[config.mk]
export PLATFORM = sky130hd
export DESIGN_NAME = tpu_host_sequencer
export DESIGN_NICKNAME = d
export VERILOG_FILES = /design/src/rtl/tpu_host_sequencer.sv
export SDC_FILE = /design/constraint.sdc
export NUM_CORES = 1
export LEC_CHECK = 0
export CAP_MARGIN = 10
export CORE_ASPECT_RATIO = 1.2
export CORE_MARGIN = 2
export CORE_UTILIZATION = 58
export CTS_BUF_LIST = sky130_fd_sc_hd__clkbuf_8
export CTS_CLUSTER_DIAMETER = 80
export CTS_CLUSTER_SIZE = 16
export DETAILED_ROUTE_END_ITERATION = 12
export MAX_ROUTING_LAYER = met4
export PLACE_DENSITY = 0.82
export SETUP_SLACK_MARGIN = 0.3
export SLEW_MARGIN = 0
export SYNTH_ARGS = -nofsm -noshare
export SYNTH_HDL_FRONTEND = slang
export SYNTH_SLANG_ARGS = --single-unit
[constraint.sdc]
create_clock -name clk -period 2.24 [get_ports clk]
set_input_delay 0.448 -clock clk [delete_from_list [all_inputs] [get_ports clk]]
set_output_delay 0.448 -clock clk [all_outputs]
set_load 0.02 [all_outputs]
[src/rtl/tpu_host_sequencer.sv]
// Host-side front end for the 2x2 systolic TPU: streams 8 load bytes onto the
// TPU pins, waits for done, captures 8 result bytes and replays them to the host.
module tpu_host_sequencer #(
  parameter int unsigned LOAD_BYTES   = 8,
  parameter int unsigned RESULT_BYTES = 8,
  parameter int unsigned TIMEOUT      = 64
) (
  input  logic       clk,
  input  logic       rst_n,
  input  logic       cfg_transpose,
  input  logic       cfg_activation,
  input  logic       in_valid,
  output logic       in_ready,
  input  logic [7:0] in_data,
  output logic [7:0] tpu_ui_in,
  output logic [7:0] tpu_uio_in,
  input  logic [7:0] tpu_uo_out,
  input  logic [7:0] tpu_uio_out,
  output logic       out_valid,
  input  logic       out_ready,
  output logic [7:0] out_data,
  output logic       busy,
  output logic       timeout_err
);

  localparam int unsigned WaitW = $clog2(TIMEOUT + 1);

  localparam logic [2:0] StIdle    = 3'd0;
  localparam logic [2:0] StLoad    = 3'd1;
  localparam logic [2:0] StWait    = 3'd2;
  localparam logic [2:0] StCapture = 3'd3;
  localparam logic [2:0] StDrain   = 3'd4;

  localparam logic [2:0]       LoadLast = 3'(LOAD_BYTES - 1);
  localparam logic [2:0]       ResLast  = 3'(RESULT_BYTES - 1);
  localparam logic [WaitW-1:0] WaitLast = WaitW'(TIMEOUT - 1);

  logic [2:0]       state_q, state_d;
  logic [2:0]       cnt_q, cnt_d;
  logic [WaitW-1:0] wait_q, wait_d;
  logic [7:0]       ui_q, ui_d;
  logic             load_en_q, load_en_d;
  logic             cfg_t_q, cfg_t_d;
  logic             cfg_a_q, cfg_a_d;
  logic             terr_q, terr_d;
  logic             in_ready_q, in_ready_d;
  logic [7:0]       res_buf_q [RESULT_BYTES];
  logic [7:0]       res_buf_d [RESULT_BYTES];

  // Only the done bit of uio_out matters here.
  logic unused_uio;
  assign unused_uio = ^tpu_uio_out[6:0];

  // Next-state logic for the job sequence.
  always_comb begin
    state_d   = state_q;
    cnt_d     = cnt_q;
    wait_d    = wait_q;
    ui_d      = ui_q;
    load_en_d = 1'b0;
    cfg_t_d   = cfg_t_q;
    cfg_a_d   = cfg_a_q;
    terr_d    = terr_q;
    res_buf_d = res_buf_q;
    unique case (state_q)
      StIdle: begin
        if (in_valid && in_ready_q) begin
          cfg_t_d   = cfg_transpose;
          cfg_a_d   = cfg_activation;
          terr_d    = 1'b0;
          ui_d      = in_data;
          load_en_d = 1'b1;
          cnt_d     = 3'd1;
          state_d   = StLoad;
        end
      end
      StLoad: begin
        if (in_valid && in_ready_q) begin
          ui_d      = in_data;
          load_en_d = 1'b1;
          cnt_d     = cnt_q + 3'd1;
          if (cnt_q == LoadLast) begin
            cnt_d   = 3'd0;
            wait_d  = '0;
            state_d = StWait;
          end
        end
      end
      StWait: begin
        if (tpu_uio_out[7]) begin
          // The done cycle already carries result byte 0.
          res_buf_d[0] = tpu_uo_out;
          cnt_d        = 3'd1;
          state_d      = StCapture;
        end else if (wait_q == WaitLast) begin
          terr_d = 1'b1;
          for (int i = 0; i < RESULT_BYTES; i++) res_buf_d[i] = 8'h00;
          cfg_t_d = 1'b0;
          cfg_a_d = 1'b0;
          wait_d  = '0;
          state_d = StIdle;
        end else begin
          wait_d = wait_q + WaitW'(1);
        end
      end
      StCapture: begin
        // TPU result timing is fixed, so capture never waits on the host.
        res_buf_d[cnt_q] = tpu_uo_out;
        cnt_d            = cnt_q + 3'd1;
        if (cnt_q == ResLast) begin
          cnt_d   = 3'd0;
          state_d = StDrain;
        end
      end
      StDrain: begin
        if (out_ready) begin
          cnt_d = cnt_q + 3'd1;
          if (cnt_q == ResLast) begin
            cnt_d   = 3'd0;
            cfg_t_d = 1'b0;
            cfg_a_d = 1'b0;
            state_d = StIdle;
          end
        end
      end
      default: state_d = StIdle;
    endcase
    in_ready_d = (state_d == StIdle) || (state_d == StLoad);
  end

  // State registers with asynchronous reset.
  always_ff @(posedge clk or negedge rst_n) begin
    if (!rst_n) begin
      state_q    <= StIdle;
      cnt_q      <= 3'd0;
      wait_q     <= '0;
      ui_q       <= 8'h00;
      load_en_q  <= 1'b0;
      cfg_t_q    <= 1'b0;
      cfg_a_q    <= 1'b0;
      terr_q     <= 1'b0;
      in_ready_q <= 1'b0;
      for (int i = 0; i < RESULT_BYTES; i++) res_buf_q[i] <= 8'h00;
    end else begin
      state_q    <= state_d;
      cnt_q      <= cnt_d;
      wait_q     <= wait_d;
      ui_q       <= ui_d;
      load_en_q  <= load_en_d;
      cfg_t_q    <= cfg_t_d;
      cfg_a_q    <= cfg_a_d;
      terr_q     <= terr_d;
      in_ready_q <= in_ready_d;
      res_buf_q  <= res_buf_d;
    end
  end

  // Output decode from registered state.
  always_comb begin
    in_ready    = in_ready_q;
    tpu_ui_in   = ui_q;
    tpu_uio_in  = {5'b00000, cfg_a_q, cfg_t_q, load_en_q};
    out_valid   = (state_q == StDrain);
    out_data    = (state_q == StDrain) ? res_buf_q[cnt_q] : 8'h00;
    busy        = (state_q != StIdle);
    timeout_err = terr_q;
  end

endmodule

# ---- Word level (Yosys, flattened, before mapping)
# Cells that the tools add are included.
dict set report word_totals {
  output_inout_bits 28
  elab_cells 102
  register_bits 90
}
dict set report op_classes {
  addsub 2
  n_eq_ne 16
  reduce_logical 19
  mux 45
  bitwise_logic 1
  magnitude_cmp 2
}
# operator n
set op_table {}
lappend op_table {{$pmux 64 s2} 1}
lappend op_table {{$bwmux 64} 1}
lappend op_table {{$mux 64} 1}
lappend op_table {{$mux 56} 1}
lappend op_table {{$mux 8} 5}
lappend op_table {{$mux 3} 13}
lappend op_table {{$pmux 3 s5} 2}
lappend op_table {{$mux 7} 4}
lappend op_table {{$bmux 8 s3} 1}
lappend op_table {{$demux 8 s3} 1}
lappend op_table {{$pmux 7 s2} 1}
lappend op_table {{$ne 2x2->1 const B} 6}
lappend op_table {{$mux 1} 11}
lappend op_table {{$reduce_and 4->1} 2}
lappend op_table {{$add 7x1->7 const B} 1}
lappend op_table {{$eq 7x6->1 const B} 1}
lappend op_table {{$eq 3x1->1 const B} 2}
lappend op_table {{$eq 3x2->1 const B} 2}
lappend op_table {{$eq 3x3->1 const B} 2}
lappend op_table {{$logic_not 3->1} 2}
lappend op_table {{$pmux 1 s3} 2}
lappend op_table {{$reduce_and 6->1} 1}
lappend op_table {{$reduce_bool 2->1} 3}
lappend op_table {{$reduce_bool 3->1} 2}
lappend op_table {{other kinds (14)} 17}

# ---- Longest topological paths before layout
# Gate-level depths: netlist of the first run.
dict set report logic_depth {
  word_depth 7
  depth_mapped 7
  mapped_depth_nobuf 6
}

# ---- Worst setup path before layout of the first run
# OpenSTA, ideal clock, no wires.
dict set report synth_timing {
  path_kind {reg2out}
  from {register cnt_q[0]}
  to {output out_data[6]}
  n_path_buf 3
  t_arrival_ps 1552
  path_stages_with_launch 8
  slack_ps 240
  required_ps 1792
  cell_sequence {dfrtp_1 > clkbuf_2 > buf_4 > buf_1 > nand3_1 > o21ai_0 > nand2_1 > a31oi_1}
}
dict set report synth_via {
  elab_chain_len 5
}
# item line
set synth_rtl {}
lappend synth_rtl {{start, declared} 39} ;# logic [2:0] cnt_q, cnt_d;
lappend synth_rtl {{start signal, assigned} 146} ;# cnt_q <= cnt_d;
lappend synth_rtl {{$not 3->4 (implied by the code)} 164} ;# out_data = (state_q == StDrain) ? res_buf_q[cnt_q] : 8'h00;
lappend synth_rtl {{$bmux 8 s3} 164}
lappend synth_rtl {{$mux 8 (implied by the code) (2 in a row)} 164}
lappend synth_rtl {{$mux 8} 164}
lappend synth_rtl {{end, declared} 21} ;# output logic [7:0] out_data,
# No other way between the ends. The select of a mux whose other input is x is not followed.

# ---- Final worst setup path of the first run
dict set report layout_timing {
  from {register cnt_q[0]}
  to {output out_data[4]}
}
# Same word-level chain as after synthesis.

==> metrics.yaml, run 1 <==
status: "finished, violations left"
antenna_found_initial: 0
fp.dieW_um: 85.1
h-tree-depth: 3
setup_viol: 8
first_pass_iters: 5
yosysTopAreaCell: "dfrtp_1"
met1_usage: 0.375
initial_utilization: 0.598
syn_inst: 482
crit_fanout: 8
die_area_mm2: 0.00863
cts.sinks: 90
cp.required_ps: 1790
drive_gt1_frac: 0.296
worstMarginPinSlew_ps: 560
clockBufferDepth: 2
synth_ff_type: "dfrtp_1"
dp_slack_ps: -122
grt_max_degree: 58
cts_hold_buf: 0
antennaDiodeCount: 0
power_density_mw_per_mm2: 1290
syn_to_final_growth_pct: 32.8
async_reset_ff_frac: 1.00
synth_top_cell_area_share: 0.492
cpMaxStageDelayCell: "dfrtp_2"
ys_seq_elements: 90
hold_class: "input port to asynchronous set/reset pin"
max_freq_ghz: 0.383
rows: 35
cts_root_buf: "clkbuf_8"
cap_violations: 0
synth.area.top_cells: "dfrtp_1 49%, nand2_1 11%, o21ai_0 6.7%"
use_met3: 0.0611
fin_ws_ps: -371
dieHeight_um: 101
core_mm2: 0.00766
rsz0062_at_grt: "yes"
yosysMostFrequentCell: "nand2_1"
numCtsBuffers: 9
gp_congestion: 0.909
violations: "setup timing"
io_buffers: 45
synth.distinct_cells: 60
post_drt_wl_per_cell_um: 22.0
ant_nets: 0
synth_edf_count: 0
startpoint_type: "flip-flop"
grt_pass1_vias: 4091
ys_seq_area_frac: 0.492
syn-cell-area_mm2: 0.00458
crit_chain: "buf_4, buf_12, nor2b_4, a221oi_2, a31oi_1, o21a_1, buf_2"
cp_top_family: "compound AO/OA/AOI/OAI gates"
yosys-top-cells-count: "139 x nand2_1, 90 x dfrtp_1, 61 x o21ai_0"
reg2reg_depth: 11
cp_data_arrival_time_ps: 2160
gr-usage-met2: 0.501
p_leak_nw: 2.68
timing.final.crit_share: 1.17
cp-end-kind: "output port"
fin_nets: 605
cpPeakStageDelay_ps: 460
final_util: 0.794
wl_um: 14700
io_pins: 58
ir_drop_uv: 826
cts_tree: "done"
grt_pass1_wl_um: 20000
avgSynthCellArea_um2: 9.50
cp.buffers_inverters: 3
hpwlAfterDp_um: 7830
insertion_delay_ps: 380
drv_slew: 0
hold_viol: 0
vias: 4299
top_usage_layer: "met2"
via_per_inst: 6.43
critPathKind: "flip-flop to output port"
path_depth: 7
path_clk_slew_ps: 90
nFillCells: 440
drtIter0Drc: 470
track_usage: 0.311
yosysWarnings: 0
maxSlewHeadroom: 0.624
globalRouteOverflowTotal: 0
min_period_ps: 2610
skew_ps: 11.1
drc: 0
-- logic make-up after synthesis --
| kind of cell | synth area share |
|---|---|
| AND/OR/NAND/NOR | 0.215 |
| AO/OA/AOI/OAI | 0.142 |
| flip-flops | 0.492 |
| buffers and inverters | 0.0563 |
| multiplexers | 0.0839 |
| adder cells (fa/ha/maj) | 0.00820 |
| other | 0.000819 |
| XOR/XNOR | 0.00191 |
-- power by group --
part / switching (W) / leakage, nW / internal [W]
clock: 0.000583 / 0.0965 / 0.000458
sequential: 0.000480 / 1.06 / 0.00237
combinational: 0.00199 / 1.53 / 0.00197
-- cells in the final DEF (no fill, tap or decap), drive strengths merged, types with 2 or more instances in the layout --
master         instances
conb                   5
a211oi                 3
or3b                   2
mux2                  15
nand3b                 2
nor2b                  4
o21ai                 68
and3                   8
and4bb                 2
inv                    7
mux2i                  8
dfrtp                 90
buf                   76
nor4                   2
nand2                139
a22o                  10
clkbuf                14
and2                   2
a31oi                  6
a21oi                 12
mux4                   6
ha                     3
or3                    3
clkinv                 3
nand3                 10
a22oi                  3
nor3                   8
nor3b                  2
clkdlybuf4s50         34
nor2                  11
-- routing by layer --
metal | wire length, um | share of wire
met5 | 0 | 0
met4 | 795 | 0.054
met3 | 1350 | 0.091
met2 | 7310 | 0.50
met1 | 5290 | 0.36
-- layout make-up --
class,count,area (um2),area share
clock inverter,5,30.0,0.00494
multi-input combinational,352,2320,0.381
tap,92,115,0.0189
clock buffer,11,151,0.0249
sequential,90,2250,0.370
timing repair buffer,113,1190,0.195
inverter,6,27.5,0.00453
-- path summary, 6_finish.rpt --
check / from / slack [ps] / end
setup reg to reg: cnt_q[0] / 0 / cfg_t_q
hold / removal: rst_n / 50 / wait_q[0]
min in group clk: res_buf_q[56] / 510 / res_buf_q[56]
max in group asynchronous: rst_n / 1550 / res_buf_q[27]
setup / recovery: cnt_q[0] / -370 / out_data[4]
hold reg to reg: res_buf_q[56] / 510 / res_buf_q[56]
-- per-stage QoR --
step | setup TNS (ps) | hold WS [ps] | power [W] | area, um2 | std cells
2_1_floorplan | 0 | 152 | 0.00468 | 4600 | 486
3_3_place_gp | -371 | 464 | 0.00561 | 5210 | 616
3_5_place_dp | -515 | 464 | 0.00577 | 5210 | 616
4_1_cts | -249 | 70.1 | 0.00734 | 5700 | 647
5_1_grt | -1590 | 104 | 0.00824 | 6080 | 669
6_report | -1280 | 54.0 | 0.00785 | 6080 | 669
-- repair_timing --
action | 4_1_cts | 5_1_grt
gates resized for setup | 94 | 42
cloned | 1 | 5
endpoints found under the setup margin | 14 | 73
setup buffers | 14 | 17
pin swaps | 14 | 18
-- registers in the layout (all words and copies together) (netlist names) --
| name | count |
|---|---|
| tpu_ui_in | 8 |
| res_buf_q | 64 |
| wait_q | 7 |
| state_q | 3 |
| cfg_a_q | 1 |
| timeout_err | 1 |
| cfg_t_q | 1 |
| cnt_q | 3 |
| in_ready | 1 |
| load_en_q | 1 |
No activity file was read; power rests on OpenSTA's default activity.
==> run 2, diff against run 1 <==
Clock period 2.24 ns to 2.96 ns, I/O delays scaled along.
==> metrics.yaml, run 2 (synthesis results as in run 1) <==
status: "finished clean"
antenna_found_initial: 0
via_per_inst: 6.15
track_usage: 0.290
ant_nets: 0
cts_tree: "done"
cpMaxStageDelayCell: "dfrtp_1"
dp_slack_ps: 223
fin_nets: 556
hpwlAfterDp_um: 7640
hold_class: "input port to asynchronous set/reset pin"
insertion_delay_ps: 360
cpPeakStageDelay_ps: 390
antennaDiodeCount: 0
io_pins: 58
rsz0062_at_grt: "yes"
h-tree-depth: 3
wl_met1_um: 4380
maxSlewHeadroom: 0.513
regToRegSetupSlack_ps: 950
vias: 3804
final_common_cell: "nand2_1"
cts_root_buf: "clkbuf_8"
drive_gt1_frac: 0.157
cts_hold_buf: 0
post_drt_wl_per_cell_um: 18.1
rows: 35
initial_utilization: 0.598
crit_chain: "buf_4, mux2_2, a22oi_1, a31oi_1, dlygate4sd2_1"
topRoutingLayerUsed: "met4"
grt_max_degree: 57
grt_pass1_vias: 3826
fin_area_mm2: 0.00528
r2r_start: "cnt_q[0]"
startpoint_type: "flip-flop"
first_pass_iters: 5
wl_um: 11200
globalRouteOverflowTotal: 0
crit_fanout: 18
critPathKind: "flip-flop to output port"
fin_ws_ps: 325
cp.required_ps: 2370
p_leak_nw: 2.30
clockBufferDepth: 2
numCtsBuffers: 9
dieHeight_um: 101
setup_viol: 0
core_mm2: 0.00766
max_freq_ghz: 0.380
grt_pass1_wl_um: 19000
wl_met2_um: 5750
reg2reg_depth: 7
fp.dieW_um: 85.1
min_period_ps: 2630
path_clk_slew_ps: 80
final_cell_mix: "139 x nand2_1, 88 x dfrtp_1, 61 x o21ai_0"
drv_slew: 0
fin_hold_ws_ps: 210
met3_length_um: 747
timing.final.crit_share: 0.890
critPathLaunch: "cnt_q[0]"
worstMarginPinSlew_ps: 726
cp-end-kind: "output port"
drtIter0Drc: 368
top_register: "res_buf_q"
place_area_mm2: 0.00505
hold_viol: 0
cts.sinks: 90
gp_congestion: 0.866
setup-tns-final_ps: 0
rr_endpoint: "cfg_a_q"
ir_drop_uv: 558
drc: 0
cap_violations: 0
final_util: 0.688
die_area_mm2: 0.00863
io_buffers: 45
largest_reg_flops: 64
skew_ps: 8.45
cp_data_arrival_time_ps: 2040
syn_to_final_growth_pct: 15.2
power_density_mw_per_mm2: 967
==> run 2: cell types whose count changed in the layout (fill, tap and decap cells not counted), sizes merged <==
cell / before / now
dlygate4sd2: 0 / 4
bufinv: 0 / 1
clkbuf: 14 / 13
buf: 76 / 20
clkdlybuf4s50: 34 / 36
==> run 2: per-layer routing <==
metal / vias up / global-route usage
met5: - / -
met2: 171 / 0.482
li1: 1739 / -
met3: 24 / 0.0407
met1: 1870 / 0.356
met4: 0 / 0.126
==> run 2: what timing repair did <==
item | 4_1_cts | 5_1_grt
buffers inserted | 5 | 0
gates resized for setup | 16 | 6
setup endpoints to repair | 9 | 8
==> run 2: critical path: cells and delay by family (launching register included) <==
kind | cells | cell delay [ps]
DFF | 1 | 390
muxes | 1 | 370
AOI/OAI and AO/OA | 2 | 310
buffers and inverters | 2 | 600
==> run 2: how the worst max path moves through the flow <==
stage / to / slack (ps) / cells after the start
after global placement: out_data[4] / 260 / 5
final: out_data[6] / 330 / 5
after floorplan: out_data[6] / 820 / 7
after detailed placement: out_data[5] / 220 / 5
after CTS: out_data[1] / 300 / 6
after global routing: out_data[6] / 240 / 5
==> run 2: stage by stage <==
step           power (W)  std cells
2_1_floorplan    0.00354        486
3_3_place_gp     0.00409        599
3_5_place_dp     0.00420        599
4_1_cts          0.00510        619
5_1_grt          0.00547        619
6_report         0.00510        619
==> run 2: where the power goes <==
group | internal (W) | switching (W) | total (W)
clock | 0.000381 | 0.000425 | 0.000806
sequential | 0.00179 | 0.000344 | 0.00214
combinational | 0.00103 | 0.00113 | 0.00216
==> run 2: cell type report <==
cell class                 count  area, um2
clock buffer                   9        124
clock inverter                 6       60.1
timing repair buffer          64        607
fill                         592       2390
sequential                    90       2250
tap                           92        115
multi-input combinational    352       2090
inverter                       6       22.5
